### config.mk
export PLATFORM = sky130hd
export DESIGN_NAME = delay_channel_scheduler
export DESIGN_NICKNAME = d
export VERILOG_FILES = /design/src/rtl/delay_sched_pkg.sv /design/src/rtl/delay_channel_scheduler_slot.sv /design/src/rtl/delay_channel_scheduler.sv
export SDC_FILE = /design/constraint.sdc
export NUM_CORES = 1
export LEC_CHECK = 0
export CAP_MARGIN = 30
export CORE_MARGIN = 1.5
export CORE_UTILIZATION = 41
export DETAILED_ROUTE_END_ITERATION = 6
export PLACE_DENSITY = 0.61
export SLEW_MARGIN = 20
export SYNTH_ARGS = -nofsm -noshare
export SYNTH_HDL_FRONTEND = slang
export SYNTH_HIERARCHICAL = 1
export SYNTH_SLANG_ARGS = --single-unit
### constraint.sdc
create_clock -name i_clk -period 4.79 [get_ports i_clk]
set_clock_uncertainty 0.1 [all_clocks]
set_input_delay 0.958 -clock i_clk [delete_from_list [all_inputs] [get_ports i_clk]]
set_output_delay 0.958 -clock i_clk [all_outputs]
set_load 0.02 [all_outputs]
### src/rtl/delay_sched_pkg.sv
// Shared types and constants for the delay-channel scheduler slice.
package delay_sched_pkg;

  localparam int DEF_N_CH  = 4;
  localparam int DEF_CNT_W = 24;

  localparam logic [DEF_N_CH-1:0] ALL_CH = {DEF_N_CH{1'b1}};

  typedef enum logic [1:0] {
    ST_IDLE  = 2'd0,
    ST_ARMED = 2'd1,
    ST_RUN   = 2'd2,
    ST_DONE  = 2'd3
  } state_e;

endpackage

### src/rtl/delay_channel_scheduler_slot.sv
// One output channel: delay/enable config, fired flag, comparator and
// the registered discharge-release pulse.
module delay_ch_slot #(
  parameter int CNT_W = 24
) (
  input  logic             i_clk,
  input  logic             i_reset,
  input  logic [CNT_W-1:0] cnt_i,
  input  logic             run_i,
  input  logic             clear_i,
  input  logic             force_i,
  input  logic             we_i,
  input  logic [CNT_W-1:0] delay_i,
  input  logic             ena_i,
  output logic             ena_o,
  output logic             fired_o,
  output logic             pulse_o
);

  logic [CNT_W-1:0] delay_q;
  logic             ena_q;
  logic             fired_q;
  logic             pulse_q;
  logic             match;

  assign match = run_i && ena_q && !fired_q && (cnt_i == delay_q);

  always_ff @(posedge i_clk or posedge i_reset) begin
    if (i_reset) begin
      delay_q <= '0;
      ena_q   <= 1'b0;
      fired_q <= 1'b0;
      pulse_q <= 1'b0;
    end else begin
      if (we_i) begin
        delay_q <= delay_i;
        ena_q   <= ena_i;
      end
      if (clear_i)
        fired_q <= 1'b0;
      else if (match)
        fired_q <= 1'b1;
      // An abort forces every channel safe regardless of its compare.
      pulse_q <= force_i || match;
    end
  end

  assign ena_o   = ena_q;
  assign fired_o = fired_q;
  assign pulse_o = pulse_q;

endmodule

### src/rtl/delay_channel_scheduler.sv
// Sequences per-channel discharge-release pulses from one shared counter
// launched by a start edge; owns the per-channel delay configuration.
module delay_channel_scheduler
  import delay_sched_pkg::*;
#(
  parameter int N_CH  = DEF_N_CH,
  parameter int CNT_W = DEF_CNT_W,
  parameter int CH_W  = $clog2(N_CH)
) (
  input  logic             i_clk,
  input  logic             i_reset,
  input  logic             i_cfg_we,
  input  logic [CH_W-1:0]  i_cfg_ch,
  input  logic [CNT_W-1:0] i_cfg_delay,
  input  logic             i_cfg_ena,
  input  logic             i_arm,
  input  logic             i_start,
  input  logic             i_abort,
  output logic [N_CH-1:0]  o_reset_ch,
  output logic             o_armed,
  output logic             o_busy,
  output logic             o_done,
  output logic             o_cfg_err
);

  state_e           state_q, state_d;
  logic [CNT_W-1:0] cnt_q, cnt_d;
  logic             start_prev_q;
  logic             armed_q, busy_q, done_q, cfg_err_q;
  logic             cfg_err_d;
  logic             start_edge;
  logic             clear_fired;
  logic             abort_fire;
  logic             run_cmp;
  logic             all_fired;
  logic [N_CH-1:0]  wr_sel, ena_vec, ena_eff, fired_vec, pulse_vec;

  assign start_edge = i_start && !start_prev_q;
  assign run_cmp    = (state_q == ST_RUN) && !i_abort;
  assign all_fired  = &(fired_vec | ~ena_vec);

  for (genvar c = 0; c < N_CH; c++) begin : g_slot
    assign wr_sel[c]  = i_cfg_we && (state_q == ST_IDLE) && (i_cfg_ch == CH_W'(c));
    // Arm checks enables as they will be after a same-cycle write.
    assign ena_eff[c] = wr_sel[c] ? i_cfg_ena : ena_vec[c];

    delay_ch_slot #(.CNT_W(CNT_W)) u_slot (
      .i_clk   (i_clk),
      .i_reset (i_reset),
      .cnt_i   (cnt_q),
      .run_i   (run_cmp),
      .clear_i (clear_fired),
      .force_i (abort_fire),
      .we_i    (wr_sel[c]),
      .delay_i (i_cfg_delay),
      .ena_i   (i_cfg_ena),
      .ena_o   (ena_vec[c]),
      .fired_o (fired_vec[c]),
      .pulse_o (pulse_vec[c])
    );
  end

  always_comb begin
    state_d     = state_q;
    cnt_d       = cnt_q;
    clear_fired = 1'b0;
    abort_fire  = 1'b0;
    cfg_err_d   = 1'b0;
    case (state_q)
      ST_IDLE: begin
        if (i_arm) begin
          if (|ena_eff) begin
            state_d     = ST_ARMED;
            clear_fired = 1'b1;
          end else begin
            cfg_err_d = 1'b1;
          end
        end
      end
      ST_ARMED: begin
        if (i_abort) begin
          state_d    = ST_IDLE;
          abort_fire = 1'b1;
        end else if (start_edge) begin
          state_d = ST_RUN;
          cnt_d   = '0;
        end
      end
      ST_RUN: begin
        if (i_abort) begin
          state_d    = ST_IDLE;
          abort_fire = 1'b1;
        end else begin
          if (cnt_q != {CNT_W{1'b1}})
            cnt_d = cnt_q + CNT_W'(1);
          if (all_fired)
            state_d = ST_DONE;
        end
      end
      ST_DONE: state_d = ST_IDLE;
      default: state_d = ST_IDLE;
    endcase
    if (i_cfg_we && (state_q != ST_IDLE))
      cfg_err_d = 1'b1;
  end

  always_ff @(posedge i_clk or posedge i_reset) begin
    if (i_reset) begin
      state_q      <= ST_IDLE;
      cnt_q        <= '0;
      start_prev_q <= 1'b0;
      armed_q      <= 1'b0;
      busy_q       <= 1'b0;
      done_q       <= 1'b0;
      cfg_err_q    <= 1'b0;
    end else begin
      state_q      <= state_d;
      cnt_q        <= cnt_d;
      start_prev_q <= i_start;
      armed_q      <= (state_d == ST_ARMED);
      busy_q       <= (state_d == ST_ARMED) || (state_d == ST_RUN);
      done_q       <= (state_d == ST_DONE);
      cfg_err_q    <= cfg_err_d;
    end
  end

  assign o_reset_ch = pulse_vec;
  assign o_armed    = armed_q;
  assign o_busy     = busy_q;
  assign o_done     = done_q;
  assign o_cfg_err  = cfg_err_q;

endmodule
# [After elaboration in Yosys (flattened, before gate mapping)]
# Index checks and enable logic that the tools add are counted.
[totals] ff_bits=139 wordCells=120 inputBits=33 out_inout_bits=8
[classes] n_eq_ne=18 reduce_logical=43 addsub=1 bitwise_logic=2 mux=33
[op_table] operator="24-bit == test" count=4
[op_table] operator="24-bit two-way mux" count=4
[op_table] operator="24-bit case mux with 2 select lines" count=1
[op_table] operator="24-bit by 1-bit adder with 24-bit output, second input constant" count=1
[op_table] operator="24-bit != test, second input constant" count=1
[op_table] operator="1-bit two-way mux" count=21
[op_table] operator="1-bit logical AND" count=20
[op_table] operator="2-bit == test, second input constant" count=6
[op_table] operator="2-bit two-way mux" count=6
[op_table] operator="2-bit nonzero test" count=6
[op_table] operator="2-bit case mux with 4 select lines" count=1
[op_table] operator="2-bit by 1-bit == test with 1-bit output, second input constant" count=3
[op_table] operator="1-bit logical NOT" count=6
[op_table] operator="2-bit != test, second input constant" count=3
[op_table] operator="1-bit logical OR" count=5
[op_table] operator="5-bit AND reduction" count=1
[op_table] operator="2-bit logical NOT" count=2
[op_table] operator="4-bit inverter" count=1
[op_table] operator="4-bit OR" count=1
[op_table] operator="4-bit AND reduction" count=1
[op_table] operator="4-bit OR reduction" count=1
[op_table] operator="2-bit by 1-bit != test with 1-bit output, second input constant" count=1
[op_table] operator="2-bit OR reduction" count=1

# [Longest topological paths before layout]
# Gate-level depths: netlist of the first run.
[depth] word_depth=10 mapped_depth=10 ltp_nobuf=9

# [Modules after synthesis]
# The synthesis of the first run kept the hierarchy.
[by_module_without_submodules] module="delay_ch_slot" instances=4 seq_area_each_um2=675.6 area_per_inst_um2=1273.7 cells_per_inst=94
[by_module_without_submodules] module="delay_channel_scheduler" instances=1 seq_area_each_um2=775.7 area_per_inst_um2=1920.6 cells_per_inst=215

# [Worst setup path before layout of the first run]
# Ideal clock, no wire load.
[synth_timing] path_kind="input to register" start="input port i_cfg_ch[1]" end="register busy_q, in the netlist o_busy" t_required_ps=4577 setup_time_ps=113 stages=7 arrival_time_ps=2333 path_slack_ps=2244 path_buffers=0 path_cell_list="mux2_2 -> o32a_1 -> o31ai_2 -> o2bb2ai_1 -> inv_1 -> ha_1 -> inv_1"
[synth_via] elab_chain_cells=9 elab_cells_between_ends=19 cone_classes="5 x eq/ne; 7 x mux; 7 x reduce/logical"
[synth_lines] item="start: declaration" line_no="delay_channel_scheduler.sv:13" rtl="input logic [CH_W-1:0] i_cfg_ch,"
[synth_lines] item="2-bit by 1-bit == test with 1-bit output, or another cell as far along" line_no="delay_channel_scheduler.sv:43" rtl="assign wr_sel[c] = i_cfg_we && (state_q == ST_IDLE) && (i_cfg_ch == CH_W'(c));"
[synth_lines] item="1-bit logical AND" line_no="delay_channel_scheduler.sv:43"
[synth_lines] item="1-bit two-way mux, on equally long branches"
[synth_lines] item="4-bit OR reduction (*)" line_no="delay_channel_scheduler.sv:72" rtl="if (|ena_eff) begin"
[synth_lines] item="2-bit two-way mux (*)" line_no="delay_channel_scheduler.sv:72"
[synth_lines] item="2-bit two-way mux (*)" line_no="delay_channel_scheduler.sv:71" rtl="if (i_arm) begin"
[synth_lines] item="2-bit case mux with 4 select lines (*)" line_no="delay_channel_scheduler.sv:69" rtl="case (state_q)"
[synth_lines] item="named net state_d[1]" line_no="delay_channel_scheduler.sv:26" rtl="state_e state_q, state_d;"
[synth_lines] item="2-bit by 1-bit == test with 1-bit output / 2-bit == test (equally long branches)" line_no="delay_channel_scheduler.sv:121" rtl="busy_q <= (state_d == ST_ARMED) || (state_d == ST_RUN);"
[synth_lines] item="1-bit logical OR (*)" line_no="delay_channel_scheduler.sv:121"
[synth_lines] item="end signal: assignment" line_no="delay_channel_scheduler.sv:121"
[synth_lines] item="end: declaration" line_no="delay_channel_scheduler.sv:29" rtl="logic armed_q, busy_q, done_q, cfg_err_q;"
# The timed path passes the listed nets; every way through them passes the cells marked *.
# A chain may end at the register's enable or synchronous reset.

# [Worst setup path after layout of the first run]
[layout_timing] start="input port i_cfg_ch[1]" end="register g_slot[0].u_slot.fired_q"
[layout_via] elab_chain_cells=8 elab_cells_between_ends=18 cone_classes="3 x eq/ne; 8 x mux; 7 x reduce/logical"
[layout_lines] item="2-bit by 1-bit == test with 1-bit output, or another cell as far along" line_no="delay_channel_scheduler.sv:43"
[layout_lines] item="1-bit logical AND" line_no="delay_channel_scheduler.sv:43"
[layout_lines] item="1-bit two-way mux, on equally long branches"
[layout_lines] item="4-bit OR reduction (*)" line_no="delay_channel_scheduler.sv:72"
[layout_lines] item="1-bit two-way mux (*)" line_no="delay_channel_scheduler.sv:72"
[layout_lines] item="1-bit two-way mux (*)" line_no="delay_channel_scheduler.sv:71"
[layout_lines] item="1-bit two-way mux (*)" line_no="delay_channel_scheduler.sv:69"
[layout_lines] item="named net clear_fired" line_no="delay_channel_scheduler.sv:32" rtl="logic clear_fired;"
[layout_lines] item="1-bit two-way mux / 2-bit nonzero test (equally long branches)"
[layout_lines] item="end signal: assignment" line_no="delay_channel_scheduler_slot.sv:32" rtl="fired_q <= 1'b0;"
[layout_lines] item="end signal: assignment" line_no="delay_channel_scheduler_slot.sv:40" rtl="fired_q <= 1'b0;"
[layout_lines] item="end signal: assignment" line_no="delay_channel_scheduler_slot.sv:42" rtl="fired_q <= 1'b1;"
[layout_lines] item="end: declaration" line_no="delay_channel_scheduler_slot.sv:22" rtl="logic fired_q;"
# Marked as above.

==> results.yml, run 1 <==
global_route:
  grt_pass1_vias: 5060
  grt_antenna_before_repair: 0
  grtUsageTotal_pct: 21.10
  grt_max_degree: 28
  overflow: 0
  grt_pass1_wl_um: 28630
logic_synthesis:
  avgSynthCellArea_sq_um: 11.87
  synth.most_common_cell: "dfrtp_1"
  yosys.area.top_type_share_pct: 49.58
  syn_nets: 630
  ys_seq_area_share_pct: 49.58
  synth_cell_types: 52
  netlist_instances: 591
  yosysWarnings: 6
  synthArstFlopShare_pct: 100.0
  syn_area_sq_mm: 0.007015
  synth-main-ff-cell: "dfrtp_1"
  synth_edf_count: 0
  synth_commonest_cells: "139 x dfrtp_1, 102 x mux2_2, 84 x xor2_1, 29 x o21ai_0, 25 x nand2_1"
  synth_top_cell_by_area: "dfrtp_1"
  synth.area.top_cells: "dfrtp_1 50%, mux2_2 16%, xor2_1 10%"
  synth_seq_cells: 139
placement:
  hpwl_um: 12260
  dp.cells: 841
  io_buffers: 40
  gp_congestion: 0.8521
die:
  die_h_um: 133.8
  fp.dieArea_sq_mm: 0.01791
  die_w_um: 133.8
  rows: 47
  core-area_sq_mm: 0.01664
  start_util_pct: 42.15
  io_pins: 41
final_layout:
  drive_gt1_share_pct: 24.50
  final_nets: 679
  fin_cells: 873
  antennaDiodeCount: 0
  area_growth_pct: 18.35
setup_path:
  cp_cell_sequence: "clkdlybuf4s50_1, mux2_2, o32a_1, o31ai_2, nor2_1, o41ai_2"
  max_stage_delay_ps: 610
  worstPathRequired_ps: 5000
  crit_end: "g_slot[0].u_slot/fired_o"
  startpoint: "i_cfg_ch[1]"
  timing.rr.start: "state_q[0]"
  regToRegSetupSlack_ps: 1970
  ff2ff_path_depth: 7
  worst-path-max-fanout: 8
  crit_path_end_kind: "flop"
  r2r-end: "cnt_q[13]"
  worstPathArrival_ps: 3180
  cp_slowest_cell: "clkdlybuf4s50_1"
  critPathLaunchType: "primary input"
  worstSetupPathType: "primary input to flop"
worst_hold_path:
  worstHoldStart: "g_slot[3].u_slot/delay_q[1]"
  hold_path.class: "flop to flop"
clock_tree:
  ctsResizeCount: 0
  clock_path_buffers: 2
  insertion_delay_ps: 420
  cts.sinks: 139
  numCtsBuffers: 17
  cts.clk_slew.worst_paths_ps: 60
  holdBufCountCts: 0
  cts_tree: "done"
  htree_levels: 4
  root_buffer: "clkbuf_16"
  cts_setup_buffers: 0
run:
  maxCapViolations: 0
timing:
  finalCritPeriodShare_pct: 62.02
  tns_ps: 0
  rsz0062_at_grt: "no"
  fmax_mhz: 336.6
  finalSetupViolations: 0
  finalHoldViolCount: 0
  period_needed_ps: 2971
  slew_headroom_pct: 45.51
  hold_slack_ps: 426.1
  tightest_slew_ps: 809.8
  drv_slew: 0
drt:
  drc: 0
  wirelength_um: 17930
  via_count: 4833
  vias_per_cell: 5.536
  dr.pass1.iters: 5
  drtIter0Drc: 296
  routedWlPerCell_um: 20.53
  ant_nets: 0
pwr:
  netSwitchingPower_w: 0.001478
  clkPwrFrac_pct: 28.7
  combPwrFrac_pct: 28.2
  internal_power_w: 0.003272
  peakVddDrop_v: 0.0002889
  powerDensity_mw_per_mm2: 572.2
  sw_frac_of_total_pct: 31.12
  p_seq_share_pct: 43.2
  p_leak_nw: 3.606
run_status:
  status: "complete, no violations"
metal layers:
layer,track usage (%),wire length (um),vias to the layer above
met5,0,0,-
met4,8.998,514,0
met3,4.989,745,31
met2,33.28,8644,111
met1,27.90,8023,2470
li1,-,-,2221
sequential cells by signal, summed over array words and instances (netlist names):
| register | flops |
|---|---|
| cnt_q | 24 |
| o_done | 1 |
| g_slot.u_slot/fired_o | 4 |
| state_q | 2 |
| g_slot.u_slot/delay_q | 96 |
| o_busy | 1 |
| o_cfg_err | 1 |
| start_prev_q | 1 |
| g_slot.u_slot/ena_o | 4 |
| o_armed | 1 |
| g_slot.u_slot/pulse_o | 4 |
power by group through the flow:
stage / sequential (W) / clock (W) / combinational [W]
2_1_floorplan: 0.00198 / 0 / 0.000978
3_3_place_gp: 0.00205 / 0 / 0.00129
3_5_place_dp: 0.00206 / 0 / 0.00132
4_1_cts: 0.00205 / 0.00138 / 0.00134
5_1_grt: 0.00212 / 0.00143 / 0.00146
6_report: 0.00205 / 0.00136 / 0.00134
stage by stage:
stage          cell area (sq um)  utilization, %  total power, W  setup slack [ps]
6_report                    8303           49.89        0.004751              1819
2_1_floorplan               7015               -        0.002957              2244
3_3_place_gp                7659           46.02        0.003336              1502
3_5_place_dp                7686           46.18        0.003387              1388
5_1_grt                     8303           49.89        0.005010              1738
4_1_cts                     8303           49.89        0.004778              1823
worst min path at each step:
| stage | slack [ps] | cells past startpoint | end |
|---|---|---|---|
| global placement | 410 | 1 | g_slot[1].u_slot/delay_q[17] |
| detailed placement | 420 | 1 | g_slot[3].u_slot/delay_q[1] |
| CTS | 430 | 1 | g_slot[3].u_slot/delay_q[1] |
| floorplan | 380 | 2 | g_slot[1].u_slot/fired_o |
| finish | 430 | 1 | g_slot[3].u_slot/delay_q[1] |
| global route | 450 | 1 | g_slot[3].u_slot/delay_q[1] |
layout by cell type, fill, tap and decap left out, types with 2 or more instances in the layout:
master / count
nor4_1: 20
xnor2_1: 12
nor2b_1: 2
nand2_1: 25
clkbuf_8: 5
mux2_2: 102
nor3_2: 2
nand2b_1: 8
a21o_1: 2
clkinv_2: 2
dfrtp_1: 139
nor2_2: 2
and2_1: 2
ha_1: 6
a41oi_1: 2
inv_1: 24
nor3_1: 6
o41ai_2: 4
o31ai_1: 18
nor2_1: 8
clkdlybuf4s50_1: 40
buf_4: 9
nand3_1: 17
xor2_1: 84
and3_1: 5
a21oi_1: 11
bufinv_16: 3
nand4_1: 8
o41ai_1: 2
clkbuf_16: 17
a31oi_1: 6
and4_4: 2
or3_1: 2
clkbuf_1: 4
o21ai_0: 29
final cells by class:
type / instances / area, sq um
clock buffer: 26 / 509.2
clock inverter: 6 / 107.6
fill: 1471 / 8339
inverter: 24 / 90.09
multi-input combinational: 408 / 3347
sequential: 139 / 3478
tap: 220 / 275.3
timing repair buffer: 50 / 495.5
critical path, delay by kind of cell:
family	cells	cell delay, ps
buf+inv	1	610
compound gates	3	990
mux	1	370
simple gates	1	230
cell families (layout without fill, tap and decap cells):
logic type | count (synthesis) | in the layout | share of synthesized area [%]
and+or+nand+nor | 118 | 118 | 9.470
adders and majority gates | 6 | 6 | 1.070
xor gates and xnor gates | 96 | 96 | 11.99
AOI/OAI and AO/OA | 85 | 85 | 8.454
DFF | 139 | 139 | 49.58
muxes | 103 | 103 | 16.52
buffers and inverters | 44 | 106 | 2.925
Power figures use the tool's default switching activity.
==> inputs of run 2 (changes only) <==
clock period = 2.9 ns   (was 4.79 ns; I/O delays follow)
==> results.yml, run 2 (synthesis results as in run 1) <==
global_route:
  grt_pass1_vias: 5114
  grtUsageTotal_pct: 21.07
  grt_max_degree: 28
  grt_antenna_before_repair: 0
  grt_pass1_wl_um: 28720
  overflow: 0
setup_path:
  worstSetupPathType: "flop to flop"
  worst-path-max-fanout: 11
  worstPathArrival_ps: 2730
  critPathLaunchType: "flop"
  worstPathRequired_ps: 3100
  crit_path_end_kind: "flop"
final_layout:
  final_common_cell: "dfrtp_1"
  top_regs: "g_slot.u_slot/delay_q x96, cnt_q x24"
  drive_gt1_share_pct: 24.85
  area_growth_pct: 17.91
  regMostFlops: "g_slot.u_slot/delay_q"
  final_nets: 683
  largest_reg_flops: 96
  layout_common_cells: "139 x dfrtp_1, 102 x mux2_2, 84 x xor2_1, 40 x clkdlybuf4s50_1, 29 x o21ai_0"
  antennaDiodeCount: 0
  fin_area_sq_mm: 0.008272
clock_tree:
  numCtsBuffers: 17
  holdBufCountCts: 0
  clock_path_buffers: 2
  root_buffer: "clkbuf_16"
  cts.clk_slew.worst_paths_ps: 60
  htree_levels: 4
  cts.sinks: 139
  cts_setup_buffers: 0
  cts_tree: "done"
  ctsResizeCount: 0
  insertion_delay_ps: 420
timing:
  rsz0062_at_grt: "no"
  tns_ps: 0
  hold_slack_ps: 397.4
  finalCritPeriodShare_pct: 87.38
  drv_slew: 0
  slew_headroom_pct: 51.58
  finalSetupViolations: 0
  setup_ws_ps: 365.9
  tightest_slew_ps: 719.6
  period_needed_ps: 2534
  fmax_mhz: 394.6
  finalHoldViolCount: 0
die:
  fp.dieArea_sq_mm: 0.01791
  rows: 47
  die_h_um: 133.8
  core-area_sq_mm: 0.01664
  io_pins: 41
  start_util_pct: 42.15
  die_w_um: 133.8
run_status:
  status: "complete, no violations"
pwr:
  peakVddDrop_v: 0.0004856
  p_leak_nw: 3.588
  finalPower_w: 0.007577
  powerDensity_mw_per_mm2: 916.0
placement:
  gp_congestion: 0.8364
  hpwl_um: 12030
  place_worst_setup_slack_ps: -56.50
  io_buffers: 40
  place_area_sq_mm: 0.007734
drt:
  drtIter0Drc: 302
  wirelength_um: 17660
  ant_nets: 0
  vias_per_cell: 5.590
  drc: 0
  via_count: 4897
  dr.pass1.iters: 4
  routedWlPerCell_um: 20.16
worst_hold_path:
  hold_path.class: "primary input to async pin"
run:
  maxCapViolations: 0
-- run 2: cell types whose count changed in the layout (fill, tap and decap cells not counted), moves of 2 or more --
cell / previous run / this run
clkbuf_8: 5 / 2
buf_4: 9 / 11
buf_12: 0 / 3
clkinv_2: 2 / 5
bufinv_16: 3 / 1
-- run 2: critical path, cell delays in order, from the launching register on --
cell and delay [ps]:
dfrtp_1 560, ha_1 290, nand3_2 190, nor4_4 380, a41o_1 440, buf_4 270
or3_1 120, o21ai_0 70
-- run 2: worst paths after layout --
path,from,endpoint,slack [ps],cells past startpoint
worst max register to register,cnt_q[1],cnt_q[12],370,7
min in group i_clk,g_slot[1].u_slot/delay_q[9],g_slot[1].u_slot/delay_q[9],430,1
max in group asynchronous,i_reset,cnt_q[13],1650,3
worst min register to register,g_slot[1].u_slot/delay_q[9],g_slot[1].u_slot/delay_q[9],430,1
worst max-delay path,cnt_q[1],cnt_q[12],370,7
worst min-delay path,i_reset,o_busy,400,2
-- run 2: metrics by stage --
stage                     utilization, %  instances
after floorplan                        -        591
after global routing               49.70        876
after CTS                          49.70        876
after global placement             46.47        845
after detailed placement           46.47        845
final                              49.70        876
-- run 2: final cells by class --
class	count	area [sq um]
sequential	139	3478
clock inverter	8	70.07
fill	1462	8371
timing repair buffer	54	543.0
multi-input combinational	408	3347
clock buffer	23	467.9
inverter	24	90.09
tap	220	275.3
-- run 2: power breakdown --
part	switching, W	total, W	internal (W)	leakage, nW
clock network	0.000782	0.00199	0.00121	0.263
registers	0.000645	0.00338	0.00273	1.73
logic	0.000985	0.00221	0.00122	1.60
total	0.00241	0.00758	0.00516	3.59
-- run 2: metal layers --
layer  GRT usage [%]  vias to the layer above  routed length, um
met5               0                        -                  0
met3           3.779                       33                872
met1           28.40                     2494               7935
li1                -                     2225                  -
met4           9.722                        0                522
met2           33.19                      145               8334
==> inputs of run 3 (changes only) <==
==> constraint.sdc (replaced) <==
create_clock -name i_clk -period 2.9 [get_ports i_clk]
set_clock_uncertainty 0.1 [all_clocks]
set_input_delay 0.725 -clock i_clk [delete_from_list [all_inputs] [get_ports i_clk]]
set_output_delay 0.725 -clock i_clk [all_outputs]
set_load 0.02 [all_outputs]
==> results.yml, run 3 (synthesis results as in run 1) <==
global_route:
  grt_antenna_before_repair: 0
  grt_pass1_wl_um: 28880
  grt_max_degree: 28
  grtUsageMet3_pct: 3.817
  grtUsageTotal_pct: 21.15
  grtUsageMet2_pct: 33.36
  busiest_layer: "met2"
  overflow: 0
  grt_pass1_vias: 5091
  grt_use_met1_pct: 28.98
clock_tree:
  root_buffer: "clkbuf_16"
  numCtsBuffers: 17
  cts.clk_slew.worst_paths_ps: 60
  cts_setup_buffers: 0
  ctsResizeCount: 0
  insertion_delay_ps: 410
  cts_tree: "done"
  holdBufCountCts: 0
  htree_levels: 4
  cts.sinks: 139
  clock_path_buffers: 2
timing:
  tns_ps: 0
  slew_headroom_pct: 48.87
  finalSetupViolations: 0
  rsz0062_at_grt: "no"
  fmax_mhz: 379.4
  setup_ws_ps: 264.4
  drv_slew: 0
  period_needed_ps: 2636
  tightest_slew_ps: 759.9
  finalCritPeriodShare_pct: 90.88
  hold_slack_ps: 426.0
  finalHoldViolCount: 0
setup_path:
  crit_path_end_kind: "flop"
  cp_cell_sequence: "clkdlybuf4s50_1, mux2_2, o32a_1, o31ai_2, nor2_1, o41ai_2"
  critPathLaunchType: "primary input"
  cp_slowest_cell: "clkdlybuf4s50_1"
  worstPathRequired_ps: 3110
  max_stage_delay_ps: 530
  critPathTopFamily: "compound AO/OA/AOI/OAI gates"
  worst-path-max-fanout: 8
  critPathBufInv: 1
  ff2ff_path_depth: 6
  worstPathArrival_ps: 2840
  crit_cells: 6
  worstSetupPathType: "primary input to flop"
placement:
  io_buffers: 40
  place_worst_setup_slack_ps: -167.0
  gp_congestion: 0.8143
  place_area_sq_mm: 0.007779
  hpwl_um: 12240
die:
  io_pins: 41
  fp.dieArea_sq_mm: 0.01791
  core-area_sq_mm: 0.01664
  rows: 47
  die_w_um: 133.8
  die_h_um: 133.8
  start_util_pct: 42.15
final_layout:
  final_common_cell: "dfrtp_1"
  regMostFlops: "g_slot.u_slot/delay_q"
  largest_reg_flops: 96
  final_util_pct: 50.57
  final_nets: 689
  drive_gt1_share_pct: 26.09
  antennaDiodeCount: 0
  top_regs: "g_slot.u_slot/delay_q x96, cnt_q x24"
  fin_area_sq_mm: 0.008416
  layout_common_cells: "139 x dfrtp_1, 102 x mux2_2, 84 x xor2_1, 40 x clkdlybuf4s50_1, 29 x o21ai_0"
  area_growth_pct: 19.96
drt:
  dr.pass1.iters: 5
  vias_per_cell: 5.542
  wirelength_um: 17870
  drtIter0Drc: 304
  routedWlPerCell_um: 20.23
  via_count: 4894
  ant_nets: 0
  drc: 0
run_status:
  status: "complete, no violations"
run:
  maxCapViolations: 0
pwr:
  peakVddDrop_v: 0.0004878
  powerDensity_mw_per_mm2: 943.5
  p_leak_nw: 3.660
worst_hold_path:
  hold_path.class: "flop to flop"
  min_path_cells: 1
==> run 3: cell count changes in the layout (fill, tap and decap cells not counted), moves of 2 or more <==
| cell | delta |
|---|---|
| buf_4 | +6 |
| bufinv_16 | +3 |
| clkbuf_1 | -3 |
| clkinv_2 | -2 |
==> run 3: metrics by stage <==
step	instances	total power, W
after global routing	883	0.008367
after detailed placement	851	0.005633
after CTS	883	0.007995
after floorplan	591	0.004884
after global placement	851	0.005536
final	883	0.007941
==> run 3: final cells by class <==
| class | count | area, sq um |
|---|---|---|
| clock inverter | 11 | 166.4 |
| sequential | 139 | 3478 |
| multi-input combinational | 408 | 3347 |
| timing repair buffer | 60 | 588.1 |
| inverter | 24 | 90.09 |
| fill | 1437 | 8227 |
| clock buffer | 21 | 470.5 |
| tap | 220 | 275.3 |
==> run 3: worst paths after layout <==
check	slack (ps)	startpoint	endpoint
worst max-delay path	260	i_cfg_ch[1]	g_slot[0].u_slot/fired_o
worst min-delay path	430	g_slot[0].u_slot/delay_q[5]	g_slot[0].u_slot/delay_q[5]
worst max register to register	410	cnt_q[0]	cnt_q[20]
worst min register to register	430	g_slot[0].u_slot/delay_q[5]	g_slot[0].u_slot/delay_q[5]
max in group asynchronous	1390	i_reset	cnt_q[15]
min in group asynchronous	660	i_reset	o_busy
==> run 3: report_power, final <==
group          internal [W]  switching (W)
clock network       0.00150       0.000820
registers           0.00273       0.000643
logic               0.00124        0.00101
==> run 3: routing by layer <==
metal | up-vias | part of all wire [%]
met5 | - | 0
met4 | 0 | 2.6
met3 | 31 | 4.3
met2 | 141 | 47
met1 | 2493 | 46
li1 | 2229 | -
==> run 3: worst reg2reg max path, delay by kind of cell (launching register included) <==
kind / cells / cell delay [ps]
DFF: 1 / 560
buffers and inverters: 1 / 260
and+or+nand+nor: 2 / 620
adders and majority gates: 1 / 280
AOI/OAI and AO/OA: 2 / 540
